File: config.mk
export PLATFORM = sky130hd
export DESIGN_NAME = imm_gen_pipe
export DESIGN_NICKNAME = d
export VERILOG_FILES = /design/src/rtl/imm_gen_pipe.sv
export SDC_FILE = /design/constraint.sdc
export NUM_CORES = 1
export LEC_CHECK = 0
export BUFFER_PORTS_ARGS = -buffer_cell sky130_fd_sc_hd__buf_2
export CORE_AREA = 3 3 106 159
export DETAILED_ROUTE_END_ITERATION = 10
export DIE_AREA = 0 0 109 162
export GPL_TIMING_DRIVEN = 0
export HOLD_SLACK_MARGIN = 0.05
export PLACE_DENSITY = 0.67
export SYNTH_ARGS = -nofsm -noshare
export SYNTH_HDL_FRONTEND = slang
export SYNTH_SLANG_ARGS = --single-unit
File: constraint.sdc
create_clock -name clk -period 1.8 [get_ports clk]
set_input_delay 0.18 -clock clk [delete_from_list [all_inputs] [get_ports clk]]
set_output_delay 0.18 -clock clk [all_outputs]
set_load 0.05 [all_outputs]
File: src/rtl/imm_gen_pipe.sv
// Registered RV32I/RV64I immediate generator: decodes one instruction per cycle into a
// main result register backed by a skid register, and counts illegal opcodes it delivers.
module imm_gen_pipe #(
  parameter int XLEN  = 32,
  parameter int TAG_W = 32,
  parameter int CNT_W = 16
) (
  input  logic             clk,
  input  logic             rst_n,
  input  logic             in_valid,
  output logic             in_ready,
  input  logic [31:0]      in_instr,
  input  logic [TAG_W-1:0] in_tag,
  output logic             out_valid,
  input  logic             out_ready,
  output logic [XLEN-1:0]  out_imm,
  output logic [2:0]       out_fmt,
  output logic             out_illegal,
  output logic [TAG_W-1:0] out_tag,
  input  logic             cnt_clr,
  output logic [CNT_W-1:0] illegal_cnt
);

  typedef enum logic [2:0] {
    FMT_R     = 3'd0,
    FMT_I     = 3'd1,
    FMT_S     = 3'd2,
    FMT_B     = 3'd3,
    FMT_U     = 3'd4,
    FMT_J     = 3'd5,
    FMT_SHAMT = 3'd6,
    FMT_NONE  = 3'd7
  } fmt_e;

  typedef struct packed {
    logic [XLEN-1:0]  imm;
    fmt_e             fmt;
    logic             illegal;
    logic [TAG_W-1:0] tag;
  } res_t;

  localparam logic [CNT_W-1:0] CNT_MAX = '1;

  res_t        dec;
  res_t        main_q, skid_q;
  logic        main_valid_q, skid_valid_q;
  logic [CNT_W-1:0] cnt_q;
  logic [31:0] imm32;
  logic        in_acc, out_xfer, load_main;

  // Every immediate is built as a 32-bit value whose bit 31 is the sign, then widened.
  always_comb begin
    imm32       = '0;
    dec         = '0;
    dec.fmt     = FMT_NONE;
    dec.illegal = 1'b0;
    unique case (in_instr[6:0])
      7'b0010011: begin
        if (in_instr[14:12] == 3'b001 || in_instr[14:12] == 3'b101) begin
          dec.fmt = FMT_SHAMT;
          imm32   = (XLEN == 64) ? {26'b0, in_instr[25:20]} : {27'b0, in_instr[24:20]};
        end else begin
          dec.fmt = FMT_I;
          imm32   = {{20{in_instr[31]}}, in_instr[31:20]};
        end
      end
      7'b0000011, 7'b1100111, 7'b1110011: begin
        dec.fmt = FMT_I;
        imm32   = {{20{in_instr[31]}}, in_instr[31:20]};
      end
      7'b0100011: begin
        dec.fmt = FMT_S;
        imm32   = {{20{in_instr[31]}}, in_instr[31:25], in_instr[11:7]};
      end
      7'b1100011: begin
        dec.fmt = FMT_B;
        imm32   = {{19{in_instr[31]}}, in_instr[31], in_instr[7], in_instr[30:25],
                   in_instr[11:8], 1'b0};
      end
      7'b0110111, 7'b0010111: begin
        dec.fmt = FMT_U;
        imm32   = {in_instr[31:12], 12'b0};
      end
      7'b1101111: begin
        dec.fmt = FMT_J;
        imm32   = {{11{in_instr[31]}}, in_instr[31], in_instr[19:12], in_instr[20],
                   in_instr[30:21], 1'b0};
      end
      7'b0110011: dec.fmt = FMT_R;
      default:    dec.illegal = 1'b1;
    endcase
    dec.imm = XLEN'($signed(imm32));
    dec.tag = in_tag;
  end

  // Handshake: a beat moves when valid and ready are both high at a rising edge; a producer
  // holds valid and payload until accepted, and ready never depends on the same-cycle valid.
  assign in_ready  = ~skid_valid_q;
  assign in_acc    = in_valid & in_ready;
  assign out_xfer  = main_valid_q & out_ready;
  assign load_main = ~main_valid_q | out_xfer;

  always_ff @(posedge clk or negedge rst_n) begin
    if (!rst_n) begin
      main_q       <= '0;
      main_valid_q <= 1'b0;
      skid_q       <= '0;
      skid_valid_q <= 1'b0;
    end else if (load_main) begin
      if (skid_valid_q) begin
        main_q       <= skid_q;
        main_valid_q <= 1'b1;
        skid_valid_q <= 1'b0;
      end else if (in_acc) begin
        main_q       <= dec;
        main_valid_q <= 1'b1;
      end else begin
        main_valid_q <= 1'b0;
      end
    end else if (in_acc) begin
      skid_q       <= dec;
      skid_valid_q <= 1'b1;
    end
  end

  // Clear wins over a same-cycle increment; the count sticks at all-ones.
  always_ff @(posedge clk or negedge rst_n) begin
    if (!rst_n) begin
      cnt_q <= '0;
    end else if (cnt_clr) begin
      cnt_q <= '0;
    end else if (out_xfer && main_q.illegal && cnt_q != CNT_MAX) begin
      cnt_q <= cnt_q + 1'b1;
    end
  end

  assign out_valid   = main_valid_q;
  assign out_imm     = main_q.imm;
  assign out_fmt     = main_q.fmt;
  assign out_illegal = main_q.illegal;
  assign out_tag     = main_q.tag;
  assign illegal_cnt = cnt_q;

endmodule

==> run summary <==
After synthesis, the largest family of logic cells by area is simple AND/OR/NAND/NOR gates. For this configuration, the core starts out at a cell density of 44.5%. The end-of-flow core utilization is 59.4%. The detail-routed net length per standard cell came out at 16.3 microns. The cell sitting at the root of the clock tree is a sky130_fd_sc_hd__clkbuf_16.

The total power per unit cell area came out at 1160 mW/mm^2. After synthesis the cells add up to 0.00696 sq mm. After global routing the overflow that remains totals 0. The stage delay of the slowest cell on the critical path is 0.47 ns.

The maximum number of pins on one net before global-route repair is 90. The worst setup path is launched from a flop. Of all nets on the critical path, the largest fanout is 10. The fraction of the mapped netlist area in compound gates came out at 13.6%. STA puts the critical path data required time at 1.62 ns. TritonCTS built the clock tree. The worst endpoint data arrival time came out at 1.61 ns.

The count of TritonRoute iterations in the first routing pass came out at 5. Walking the worst path, the cells encountered are inv_1 > clkbuf_4 > buf_4. The leakage power of the design is 0.00435 uW.

From left edge to right edge, the die measures 109 microns. The HPWL after detailed placement is 13.5 mm. The shortest period the worst path allows is 1.79 ns. For this run, the leading register cell type out of synthesis is sky130_fd_sc_hd__dfrtp_1. After synthesis the netlist holds a flip-flop and latch count of 154. The final max-slew violation count came to 0.

The total cell area at the placement stage is 0.00803 sq mm. The count of endpoints failing hold in the final timing report came out at 0. Power comes to 10800 uW.

The total I/O pin count came out at 155. The final worst-path setup slack came out at 0.00949 ns. The worst setup path is of the flop to primary output kind. At the pin with the least slew margin, the transition time is 0.956 ns. The synthesized-area fraction occupied by xor and xnor cells came out at 1.89%.

The number of antenna violations at the first check in global routing is 0. The async set or reset register ratio after synthesis came out at 100%. The number of global-route vias before repair was 6320. The final critical path takes up 99.5% of the cycle. After routing the design area is 0.00929 sq mm. No sink is reached through more buffers than the 2 on the longest clock path.

The number of warnings printed during yosys synthesis came out at 0. Summing the areas of all and, or, nand and nor instances in the mapped netlist gives 20.8% of the synthesized area. The worst slack at placement is -0.370 ns.

The DRC marker count from the first detailed-route iteration is 258. STA classifies the critical path endpoint as a primary output. The row count came out at 56. CTS built an H-tree with a depth of 4. A synthesized cell averages 9.44 sq um. Sequential cells were found to cover 55.4% of the synthesized design area. The relative max-transition margin is 34.6%. The count of buffers inserted at the top-level ports came out at 153. Based on the critical path, the design can be clocked at up to 559 MHz. For the final database, setup skew stands at 0.0155 ns. For this run, design rule violations remaining after detail routing come to 0.

The final number of setup-violating endpoints is 0. The number of standard cells in the final layout excluding fillers is 1180. The via density per instance is 5.21. Counting flops with a built-in enable in the synthesized netlist gives 0. Setup repair after global routing could not meet its margin everywhere. The largest vdd supply drop is 0.547 mV. The run finished with clean final reports. Among all stages on the critical path, the largest delay is contributed by sky130_fd_sc_hd__dfrtp_1.

The die extent in y is 162 microns. The count of inserted antenna diode cells came out at 0. The post-detailed-route count of antenna-violating nets is 0. Wires add up to 19.2 mm. The total core area is 0.0156 sq mm.

The number of buffers inserted during clock tree synthesis is 17. The register clock-pin slew on the reported worst setup and hold paths is 0.06 ns. The tool flagged a number of max-cap violations equal to 0. The gate count of the mapped netlist came out at 737. The first-pass GRT wire length is 31.6 mm. The worst hold path belongs to the class input pin to flop. The instance count after placement with tap cells included came out at 1094. The congestion estimate from routability-driven global placement came to 0.899. The clock reaches the later pin of the worst-skew pair after 0.42 ns.

The post-synthesis mux area share came out at 4.93%. The net count of the finished layout is 1034. The number of different library cells in the post-synthesis netlist is 49.

The final route contains 6147 vias. The number of nets in the synthesized netlist is 807. The number of fill cells is 1406.

The die area came out at 0.0177 sq mm. The area share of fa/ha/maj cells after synthesis is 0.180%. Across every metal layer, demand over resource in global routing totals 22.6%. Cells with a size suffix above 1 make up 26.6% of the layout. The number of clock sinks came out at 154. Compared with the post-synthesis result, the final layout area differs by 33.5%.
[registers in the layout (all words and copies together) (netlist names)]
signal	count
skid_q	68
illegal_cnt	16
out_tag	32
out_fmt	3
out_illegal	1
out_imm	32
out_valid	1
skid_valid_q	1
[final cells by class]
class	instances	area, sq um	area share, %
sequential	154	3870	41.7
multi-input combinational	530	2930	31.5
timing repair buffer	209	1350	14.5
clock buffer	19	433	4.66
tap	203	254	2.73
buffer	47	246	2.65
clock inverter	13	193	2.07
inverter	5	18.8	0.202
[worst max-delay path, delay by kind of cell (launching register included)]
| family | cells | cell delay, ns |
|---|---|---|
| flip-flops | 1 | 0.47 |
| buffers and inverters | 3 | 0.73 |
[worst paths after layout]
path / end / startpoint / depth (start not counted) / slack (ns)
max in group asynchronous: out_imm[9] / rst_n / 3 / 0.69
max reg2reg: illegal_cnt[6] / illegal_cnt[11] / 6 / 0.08
min reg2reg: out_tag[23] / out_tag[23] / 2 / 0.47
max: in_ready / skid_valid_q / 3 / 0.009
min: skid_q[57] / in_instr[21] / 3 / 0.07
min in group asynchronous: out_tag[17] / rst_n / 2 / 0.30
[stage by stage]
step                      hold WS, ns  setup TNS, ns
after floorplan                -0.116        -0.0271
after global placement          0.388        -301.71
after detailed placement        0.172         -16.69
after CTS                      0.0615              0
after global routing            0.108         -0.945
final                          0.0746              0
[cells by family (layout without fill, tap and decap cells)]
logic type                 Yosys count  after routing
AOI/OAI and AO/OA                  156            156
xor gates and xnor gates            15             15
adders and majority gates            1              1
buffers and inverters               53            293
DFF                                154            154
muxes                               34             34
and+or+nand+nor                    324            324
[layer usage]
layer  share of wire [%]  vias to the layer above  wire, microns  global-route usage (%)
li1                    -                     2989              -                       -
met1                  41                     2989           7830                    27.5
met2                  52                      149          10100                    39.2
met3                 5.4                       20           1040                    4.97
met4                 1.5                        0            289                    7.47
met5                   0                        -              0                       0
[placed cells by master (no fill, tap or decap), types with 5 or more instances in the layout]
cell / Yosys / layout
sky130_fd_sc_hd__a211oi_1: 8 / 8
sky130_fd_sc_hd__a21oi_1: 30 / 30
sky130_fd_sc_hd__a22o_1: 6 / 6
sky130_fd_sc_hd__a31o_2: 6 / 6
sky130_fd_sc_hd__a31oi_1: 24 / 24
sky130_fd_sc_hd__and3_1: 10 / 10
sky130_fd_sc_hd__buf_2: 21 / 169
sky130_fd_sc_hd__buf_4: 1 / 11
sky130_fd_sc_hd__clkbuf_1: 23 / 15
sky130_fd_sc_hd__clkbuf_16: 0 / 17
sky130_fd_sc_hd__clkbuf_2: 0 / 5
sky130_fd_sc_hd__dfrtp_1: 154 / 139
sky130_fd_sc_hd__dfrtp_2: 0 / 15
sky130_fd_sc_hd__dlygate4sd3_1: 0 / 51
sky130_fd_sc_hd__inv_1: 5 / 5
sky130_fd_sc_hd__mux2i_1: 32 / 32
sky130_fd_sc_hd__nand2_1: 168 / 167
sky130_fd_sc_hd__nand2b_1: 5 / 5
sky130_fd_sc_hd__nand3_1: 12 / 11
sky130_fd_sc_hd__nand4_1: 5 / 5
sky130_fd_sc_hd__nor2_1: 68 / 65
sky130_fd_sc_hd__nor3_1: 33 / 32
sky130_fd_sc_hd__o21ai_0: 56 / 56
sky130_fd_sc_hd__o21bai_1: 13 / 13
sky130_fd_sc_hd__xnor2_1: 15 / 15
[cell usage after synthesis, types with 2 or more instances]
cell                       instances  share of area, %
sky130_fd_sc_hd__a211oi_1          8              0.86
sky130_fd_sc_hd__a21oi_1          30               2.2
sky130_fd_sc_hd__a22o_1            6              0.76
sky130_fd_sc_hd__a22oi_1           4              0.43
sky130_fd_sc_hd__a31o_2            6              0.76
sky130_fd_sc_hd__a31oi_1          24               2.2
sky130_fd_sc_hd__and3_1           10              0.90
sky130_fd_sc_hd__buf_1             3              0.16
sky130_fd_sc_hd__buf_2            21               1.5
sky130_fd_sc_hd__clkbuf_1         23               1.2
sky130_fd_sc_hd__dfrtp_1         154                55
sky130_fd_sc_hd__inv_1             5              0.27
sky130_fd_sc_hd__mux2_2            2              0.32
sky130_fd_sc_hd__mux2i_1          32               4.6
sky130_fd_sc_hd__nand2_1         168               9.1
sky130_fd_sc_hd__nand2b_1          5              0.45
sky130_fd_sc_hd__nand3_1          12              0.86
sky130_fd_sc_hd__nand4_1           5              0.45
sky130_fd_sc_hd__nor2_1           68               3.7
sky130_fd_sc_hd__nor2_2            2              0.18
sky130_fd_sc_hd__nor2b_1           3              0.27
sky130_fd_sc_hd__nor3_1           33               2.4
sky130_fd_sc_hd__nor4_1            2              0.18
sky130_fd_sc_hd__o21a_1            3              0.32
sky130_fd_sc_hd__o21ai_0          56               4.0
sky130_fd_sc_hd__o21ai_1           2              0.14
sky130_fd_sc_hd__o21bai_1         13               1.4
sky130_fd_sc_hd__or3_4             2              0.32
sky130_fd_sc_hd__xnor2_1          15               1.9
[repair_timing]
item | CTS | global route
resized for setup | 19 | 21
endpoints found under the hold margin | 126 | 0
setup buffers | 0 | 3
pin swaps | 0 | 1
setup endpoints to repair | 117 | 95
hold buffers | 51 | 0
cloned | 0 | 1
[power by group]
| group | internal [uW] | switching (uW) |
|---|---|---|
| Clock | 2350 | 1460 |
| Sequential | 4010 | 302 |
| Combinational | 763 | 1880 |
| Total | 7120 | 3650 |
Power figures use the tool's default switching activity.
